**src/rtl/input_ctrl_pkg.sv**
```systemverilog
// -----------------------------------------------------------------------------
// input_ctrl_pkg
//
// Purpose:
//   Constants and types shared by the memory-mapped input peripheral. It holds
//   the read-select codes seen by the load path, the switch and button counts,
//   and a helper that zero-extends a button vector onto the 32-bit read bus.
//
// Contents:
//   NUM_BTN    - number of push-buttons
//   SW_W       - number of slide switches (also the read bus width)
//   sel_e      - read-select encoding (switches, button levels, button events)
//   btn_to_bus - zero-extends a NUM_BTN-wide vector to SW_W bits
// -----------------------------------------------------------------------------
package input_ctrl_pkg;

    localparam int NUM_BTN = 4;
    localparam int SW_W    = 32;

    // Code 3 is reserved and always reads as zero.
    typedef enum logic [1:0] {
        SEL_SW  = 2'd0,
        SEL_BTN = 2'd1,
        SEL_EVT = 2'd2,
        SEL_RSV = 2'd3
    } sel_e;

    // Button-derived read values occupy the low bits of the bus.
    function automatic logic [SW_W-1:0] btn_to_bus(input logic [NUM_BTN-1:0] v);
        logic [SW_W-1:0] bus;
        bus              = '0;
        bus[NUM_BTN-1:0] = v;
        return bus;
    endfunction

endpackage

```
**src/rtl/btn_debounce.sv**
```systemverilog
// -----------------------------------------------------------------------------
// btn_debounce
//
// Purpose:
//   Debounces one push-button. The raw pin is optionally inverted so that a
//   logical 1 always means "pressed". It then passes through a two-flop
//   synchroniser. The debounced level only changes once the synchronised
//   sample has disagreed with it for DEBOUNCE_CYCLES consecutive clocks. Any
//   return to the current level restarts the count.
//
// Parameters:
//   DEBOUNCE_CYCLES - consecutive disagreeing samples needed to change level (>= 1)
//   ACTIVE_LOW      - 1: pin reads 0 when pressed, so it is inverted on entry
//
// Ports:
//   i_clk    - system clock
//   i_rst    - synchronous active-high reset
//   i_raw    - raw button pin, asynchronous to i_clk
//   o_stable - debounced, registered button level (1 = pressed)
//   o_rise   - high during the cycle whose closing edge takes o_stable 0->1
// -----------------------------------------------------------------------------
module btn_debounce #(
    parameter int unsigned DEBOUNCE_CYCLES = 4,
    parameter bit          ACTIVE_LOW      = 1'b1
) (
    input  logic i_clk,
    input  logic i_rst,
    input  logic i_raw,
    output logic o_stable,
    output logic o_rise
);

    localparam int unsigned       CNT_W    = $clog2(DEBOUNCE_CYCLES + 1);
    localparam logic [CNT_W-1:0]  CNT_LAST = CNT_W'(DEBOUNCE_CYCLES - 1);

    logic             pin_lvl;
    logic             sync_meta;
    logic             samp;
    logic             stable;
    logic [CNT_W-1:0] cnt;
    logic             flip;

    // Normalise polarity before synchronising. The synchroniser then resets
    // to "released", which matches the reset value of the debounced level,
    // so idle keys cannot produce a spurious event after reset.
    assign pin_lvl = ACTIVE_LOW ? ~i_raw : i_raw;

    // Two-flop synchroniser for the asynchronous pin.
    always_ff @(posedge i_clk) begin
        if (i_rst) begin
            sync_meta <= 1'b0;
            samp      <= 1'b0;
        end else begin
            sync_meta <= pin_lvl;
            samp      <= sync_meta;
        end
    end

    // The level flips on the edge where the disagreement has lasted the full
    // window. That edge is the one that would otherwise advance the counter
    // past CNT_LAST.
    assign flip = (samp != stable) && (cnt == CNT_LAST);

    // Debounce counter and stable level. The counter only runs while the
    // sample disagrees with the stable level. Agreement, including a bounce
    // back, clears it. Reset discards any partial count.
    always_ff @(posedge i_clk) begin
        if (i_rst) begin
            cnt    <= '0;
            stable <= 1'b0;
        end else if (samp == stable) begin
            cnt    <= '0;
        end else if (flip) begin
            stable <= samp;
            cnt    <= '0;
        end else begin
            cnt    <= cnt + CNT_W'(1);
        end
    end

    // The rise is combinational so the parent can set the event bit on the
    // same edge that the stable level goes high.
    assign o_stable = stable;
    assign o_rise   = flip & samp;

endmodule

```
**src/rtl/input_ctrl.sv**
```systemverilog
// -----------------------------------------------------------------------------
// input_ctrl
//
// Purpose:
//   Controller for the memory-mapped input peripheral, which has 32 slide
//   switches and 4 push-buttons.
//   - Switches are synchronised but not debounced.
//   - Each button is debounced by its own btn_debounce instance.
//   - Button presses (debounced 0->1) set sticky pending bits.
//   - A clearing read of the event register drops those bits.
//   Read data is a pure combinational mux of registered state, so the load
//   path sees it in the same cycle with no wait states.
//
// Configuration:
//   INPUT_CTRL_IRQ_EN - when defined, adds the o_irq output, a registered
//                       "any event pending" flag.
//
// Parameters:
//   DEBOUNCE_CYCLES - stable samples needed before a button level changes (>= 1)
//   BTN_ACTIVE_LOW  - 1: button pins are inverted so that logical 1 = pressed
//
// Ports:
//   i_clk    - system clock
//   i_rst    - synchronous active-high reset
//   i_io_sw  - raw switch pins (asynchronous)
//   i_io_btn - raw button pins (asynchronous)
//   i_sel    - read select: 0 switches, 1 button levels, 2 events, 3 reserved
//   i_rd_en  - load strobe; a strobed read of select 2 clears the events
//   o_rdata  - read data
//   o_irq    - pending-event interrupt (INPUT_CTRL_IRQ_EN only)
// -----------------------------------------------------------------------------
module input_ctrl
    import input_ctrl_pkg::*;
#(
    parameter int unsigned DEBOUNCE_CYCLES = 4,
    parameter bit          BTN_ACTIVE_LOW  = 1'b1
) (
    input  logic               i_clk,
    input  logic               i_rst,
    input  logic [SW_W-1:0]    i_io_sw,
    input  logic [NUM_BTN-1:0] i_io_btn,
    input  logic [1:0]         i_sel,
    input  logic               i_rd_en,
    output logic [SW_W-1:0]    o_rdata
`ifdef INPUT_CTRL_IRQ_EN
    ,
    output logic               o_irq
`endif
);

    logic [SW_W-1:0]    sw_meta;
    logic [SW_W-1:0]    sw_sync;
    logic [NUM_BTN-1:0] btn_stable;
    logic [NUM_BTN-1:0] btn_rise;
    logic [NUM_BTN-1:0] pend;
    logic [NUM_BTN-1:0] pend_clr;
    logic [NUM_BTN-1:0] pend_next;

    // Switch synchroniser. The switches are level inputs read by software,
    // so two flops are enough and no debounce is applied.
    always_ff @(posedge i_clk) begin
        if (i_rst) begin
            sw_meta <= '0;
            sw_sync <= '0;
        end else begin
            sw_meta <= i_io_sw;
            sw_sync <= sw_meta;
        end
    end

    // One debouncer per button.
    for (genvar g = 0; g < NUM_BTN; g++) begin : g_btn
        btn_debounce #(
            .DEBOUNCE_CYCLES (DEBOUNCE_CYCLES),
            .ACTIVE_LOW      (BTN_ACTIVE_LOW)
        ) u_debounce (
            .i_clk    (i_clk),
            .i_rst    (i_rst),
            .i_raw    (i_io_btn[g]),
            .o_stable (btn_stable[g]),
            .o_rise   (btn_rise[g])
        );
    end

    // Pending events. The clear is applied before the new rises are OR-ed in.
    // A press landing on the same edge as a clearing read therefore survives
    // and is not lost. Releases never reach this register.
    assign pend_clr  = {NUM_BTN{i_rd_en && (i_sel == SEL_EVT)}};
    assign pend_next = (pend & ~pend_clr) | btn_rise;

    always_ff @(posedge i_clk) begin
        if (i_rst) begin
            pend <= '0;
        end else begin
            pend <= pend_next;
        end
    end

`ifdef INPUT_CTRL_IRQ_EN
    // The interrupt is registered from pend_next rather than pend, so it
    // rises and falls on the same edge as the pending bits themselves.
    always_ff @(posedge i_clk) begin
        if (i_rst) begin
            o_irq <= 1'b0;
        end else begin
            o_irq <= |pend_next;
        end
    end
`endif

    // Read mux. Every source is a flop, so the output is glitch-free apart
    // from select changes. The event read shows the value before the clear.
    always_comb begin
        o_rdata = '0;
        case (sel_e'(i_sel))
            SEL_SW:  o_rdata = sw_sync;
            SEL_BTN: o_rdata = btn_to_bus(btn_stable);
            SEL_EVT: o_rdata = btn_to_bus(pend);
            default: o_rdata = '0;
        endcase
    end

endmodule

```
**config.mk**
```make
export PLATFORM = sky130hd
export DESIGN_NAME = input_ctrl
export DESIGN_NICKNAME = d
export VERILOG_FILES = /design/src/rtl/input_ctrl_pkg.sv /design/src/rtl/btn_debounce.sv /design/src/rtl/input_ctrl.sv
export SDC_FILE = /design/constraint.sdc
export NUM_CORES = 1
export LEC_CHECK = 0
export ABC_AREA = 1
export ABC_CLOCK_PERIOD_IN_PS = 980
export BUFFER_PORTS_ARGS = -buffer_cell sky130_fd_sc_hd__buf_2
export CAP_MARGIN = 15
export CORE_ASPECT_RATIO = 1.25
export CORE_MARGIN = 5
export CORE_UTILIZATION = 47
export DETAILED_ROUTE_END_ITERATION = 6
export HOLD_SLACK_MARGIN = 0.08
export PLACE_DENSITY_LB_ADDON = 0.1
export SLEW_MARGIN = 20
export SYNTH_ARGS = -nofsm -noshare
export SYNTH_HDL_FRONTEND = slang
export SYNTH_SLANG_ARGS = --single-unit
```
**constraint.sdc**
```tcl
create_clock -name i_clk -period 0.98 [get_ports i_clk]
set_input_delay 0.147 -clock i_clk [delete_from_list [all_inputs] [get_ports i_clk]]
set_output_delay 0.147 -clock i_clk [all_outputs]
set_load 0.02 [all_outputs]
```
==> run metrics <==
status=finished with violations; failing checks=setup timing; die width=82.7 um; Max Fanout on Critical Path=2; Final Hold Viols=0; area grow syn2layout=47.5%; # port buffers=72; nature of the critical path endpoint=output pin; Synth top area share=0.593; share of layout cells above drive strength 1=0.372; Final Setup Violations=37; die area=8350 um^2; Placer Congestion=0.707; Slew HR=0.803; clk slew on worst S/H paths=0.08 ns; Ports=73; most frequent cell after synthesis=nor2_1; number of flops mapped to enable cells by yosys=0; placed cell areas=3570 um^2; vias in the first global route=2364; commonest cells in the synthesized netlist=nor2_1 (117), inv_1 (108), dfxtp_1 (92); RSZ-0062 raised after global routing=true; clk buf depth=2; initial antenna violation count=0; pwr dens=1500 nW/um^2; gr ovfl total=0; Yosys Warn Count=0; Synth Cell Area=3110 um^2; post-synthesis cell type count=14; Tmin final=1.23 ns; Inserted Clock Buffers=9; Compound-Gate Fraction of Synth Area=0.00886; Synth Instances=383; fmax=816 MHz; Leak Pwr=2.18 nW; Synth Area in XOR/XNOR=0.0113; DR pass1 iterations=4; Synth Area per Inst=8.11 um^2; Post-synth ARST share=0; drt total wl=6100 um; first-pass GRT wire length=10100 um; Rows=33; main combinational cell family by area after synthesis=simple AND/OR/NAND/NOR gates; sequential area share after synthesis=0.593; Post-Syn Nets=432; multiplexer area fraction after synthesis=0; Hold WC Path Type=primary input to register; critical path launch point type=register; Clk Tree Root Cell=clkbuf_8; H-tree depth=3; post-synthesis sequential element count=92; post-route ant nets=0; total core area=6480 um^2; setup ws final=-0.246 ns; Max-Cap Viols=0; internal power=5.35 mW; sw frac=0.224; residual DRC count=0; Seq pwr share=0.570; CP Class=register to output pin; Worst-Skew Late Latency=0.34 ns; max-slew violations=0; Worst-Margin Slew=0.295 ns; clk sinks=92; DR vias=2420; Post-Synth Adder-Cell Area=0.0322; pin count of the biggest net entering global routing=29; critical path required time=0.83 ns; Max Clock Skew=0.00745 ns; final net count=553; DR iter-0 viols=53; Simple-Gate Fraction of Synth Area=0.196; HPWL Detailed=3580 um; Period Utilization, post-route=1.25; wire per inst=10.3 um; Comb pwr share=0.086; top_reg_cell synth=dfxtp_1; Critical Path AT=1.08 ns; worst setup slack after placement=-0.0883 ns; DIE HEIGHT=101 um; maximum vdd ir drop=1210 uV; clock network power share=0.344; Antenna Cells=0; Synth area leader=dfxtp_1; setup tns final=-3.05 ns; ranking of synthesized cells by area=dfxtp_1 (59%), nor2_1 (14%), inv_1 (13%); Total GRT Usage=0.159; routed vias/inst=4.07; CTS tree=done; switching power=1.54 mW; final instance area=4580 um^2; Starting Density=0.479
==> power groups by stage <==
stage	registers [mW]	clock network (mW)	logic (mW)
after floorplan	4.00	0	0.261
after global placement	4.00	0	0.407
after detailed placement	4.01	0	0.415
after CTS	3.92	2.44	0.566
after global routing	3.94	2.62	0.667
final	3.93	2.37	0.591
==> flip-flops by register name, summed over array words and instances, names as in the netlist <==
signal and count:
g_btn.u_debounce.samp 4, pend 4, g_btn.u_debounce.cnt 12, g_btn.u_debounce.o_stable 4
sw_meta 32, sw_sync 32, g_btn.u_debounce.sync_meta 4
==> path summary, 6_finish.rpt <==
kind / from / to / slack [ns] / cells after the start
hold / removal: i_rst / g_btn[3].u_debounce.o_stable / 0.16 / 4
hold reg to reg: sw_meta[9] / sw_sync[9] / 0.39 / 2
setup / recovery: g_btn[3].u_debounce.o_stable / o_rdata[3] / -0.25 / 3
setup reg to reg: g_btn[0].u_debounce.cnt[1] / g_btn[0].u_debounce.cnt[0] / -0.03 / 5
==> metal layers <==
metal | part of all wire | track usage | routed length [um] | vias to the layer above
met2 | 0.52 | 0.276 | 3170 | 56
li1 | - | - | - | 1307
met1 | 0.41 | 0.181 | 2480 | 1046
met3 | 0.058 | 0.0411 | 352 | 11
met4 | 0.015 | 0.0692 | 89 | 0
met5 | 0 | 0 | 0 | -
==> worst max-delay path, cell delays in order (launching register included) <==
cell,delay (ns)
dfxtp_2,0.34
inv_2,0.03
o211ai_1,0.19
buf_4,0.18
==> placed cells by master (no fill, tap or decap) <==
master         Yosys  final
nor2_1           117     99
inv_1            108     94
dfxtp_1           92     59
buf_2              0     40
dlygate4sd3_1      0     37
dfxtp_2            0     33
buf_4              8     27
inv_2              0     14
buf_6              2     14
nand2_1           22     12
nor2_2             0     11
nand2_2            0     10
clkbuf_8           0      9
nor2_4             1      8
nand3_1           15      8
ha_4               0      8
nand3_2            0      6
xor2_1             4      4
clkbuf_1           0      2
buf_12             0      2
inv_6              0      1
o211ai_1           1      1
a21oi_1            1      1
nand3_4            0      1
o21ai_0            3      1
o21ai_1            0      1
o21ai_2            0      1
clkinvlp_4         0      1
bufinv_16          0      1
clkinv_4           0      1
clkinv_2           0      1
==> repair_timing <==
item                       CTS  global route
hold buffers                37             0
gates resized for setup     96            56
pin swaps                   52            19
buffers inserted             5             0
hold endpoints to repair    37             0
setup endpoints to repair   44            49
==> cell type report <==
cell class / instances / area [um^2]
fillers: 512 / 1900
clock inverters: 4 / 51.3
multi-input cells: 172 / 1020
well taps: 87 / 109
flip-flops and latches: 92 / 1880
repair buffers: 120 / 971
inverters: 109 / 414
clock buffers: 11 / 131
==> metrics by stage <==
stage | hold slack, ns | total power [mW] | utilization | instances
after CTS | 0.133 | 6.93 | 0.690 | 595
after global placement | 0.299 | 4.41 | 0.551 | 538
final | 0.159 | 6.89 | 0.707 | 595
after detailed placement | 0.300 | 4.42 | 0.551 | 538
after global routing | 0.161 | 7.23 | 0.707 | 595
after floorplan | 0.214 | 4.26 | - | 383
==> cells by family (layout without fill, tap and decap cells) <==
| family | Yosys count | after routing |
|---|---|---|
| simple gates | 155 | 155 |
| buf+inv | 119 | 244 |
| flops | 92 | 92 |
| fa+ha+maj | 8 | 8 |
| compound gates | 5 | 5 |
| xor+xnor | 4 | 4 |
Note: power is estimated with default switching activity, not from simulation.
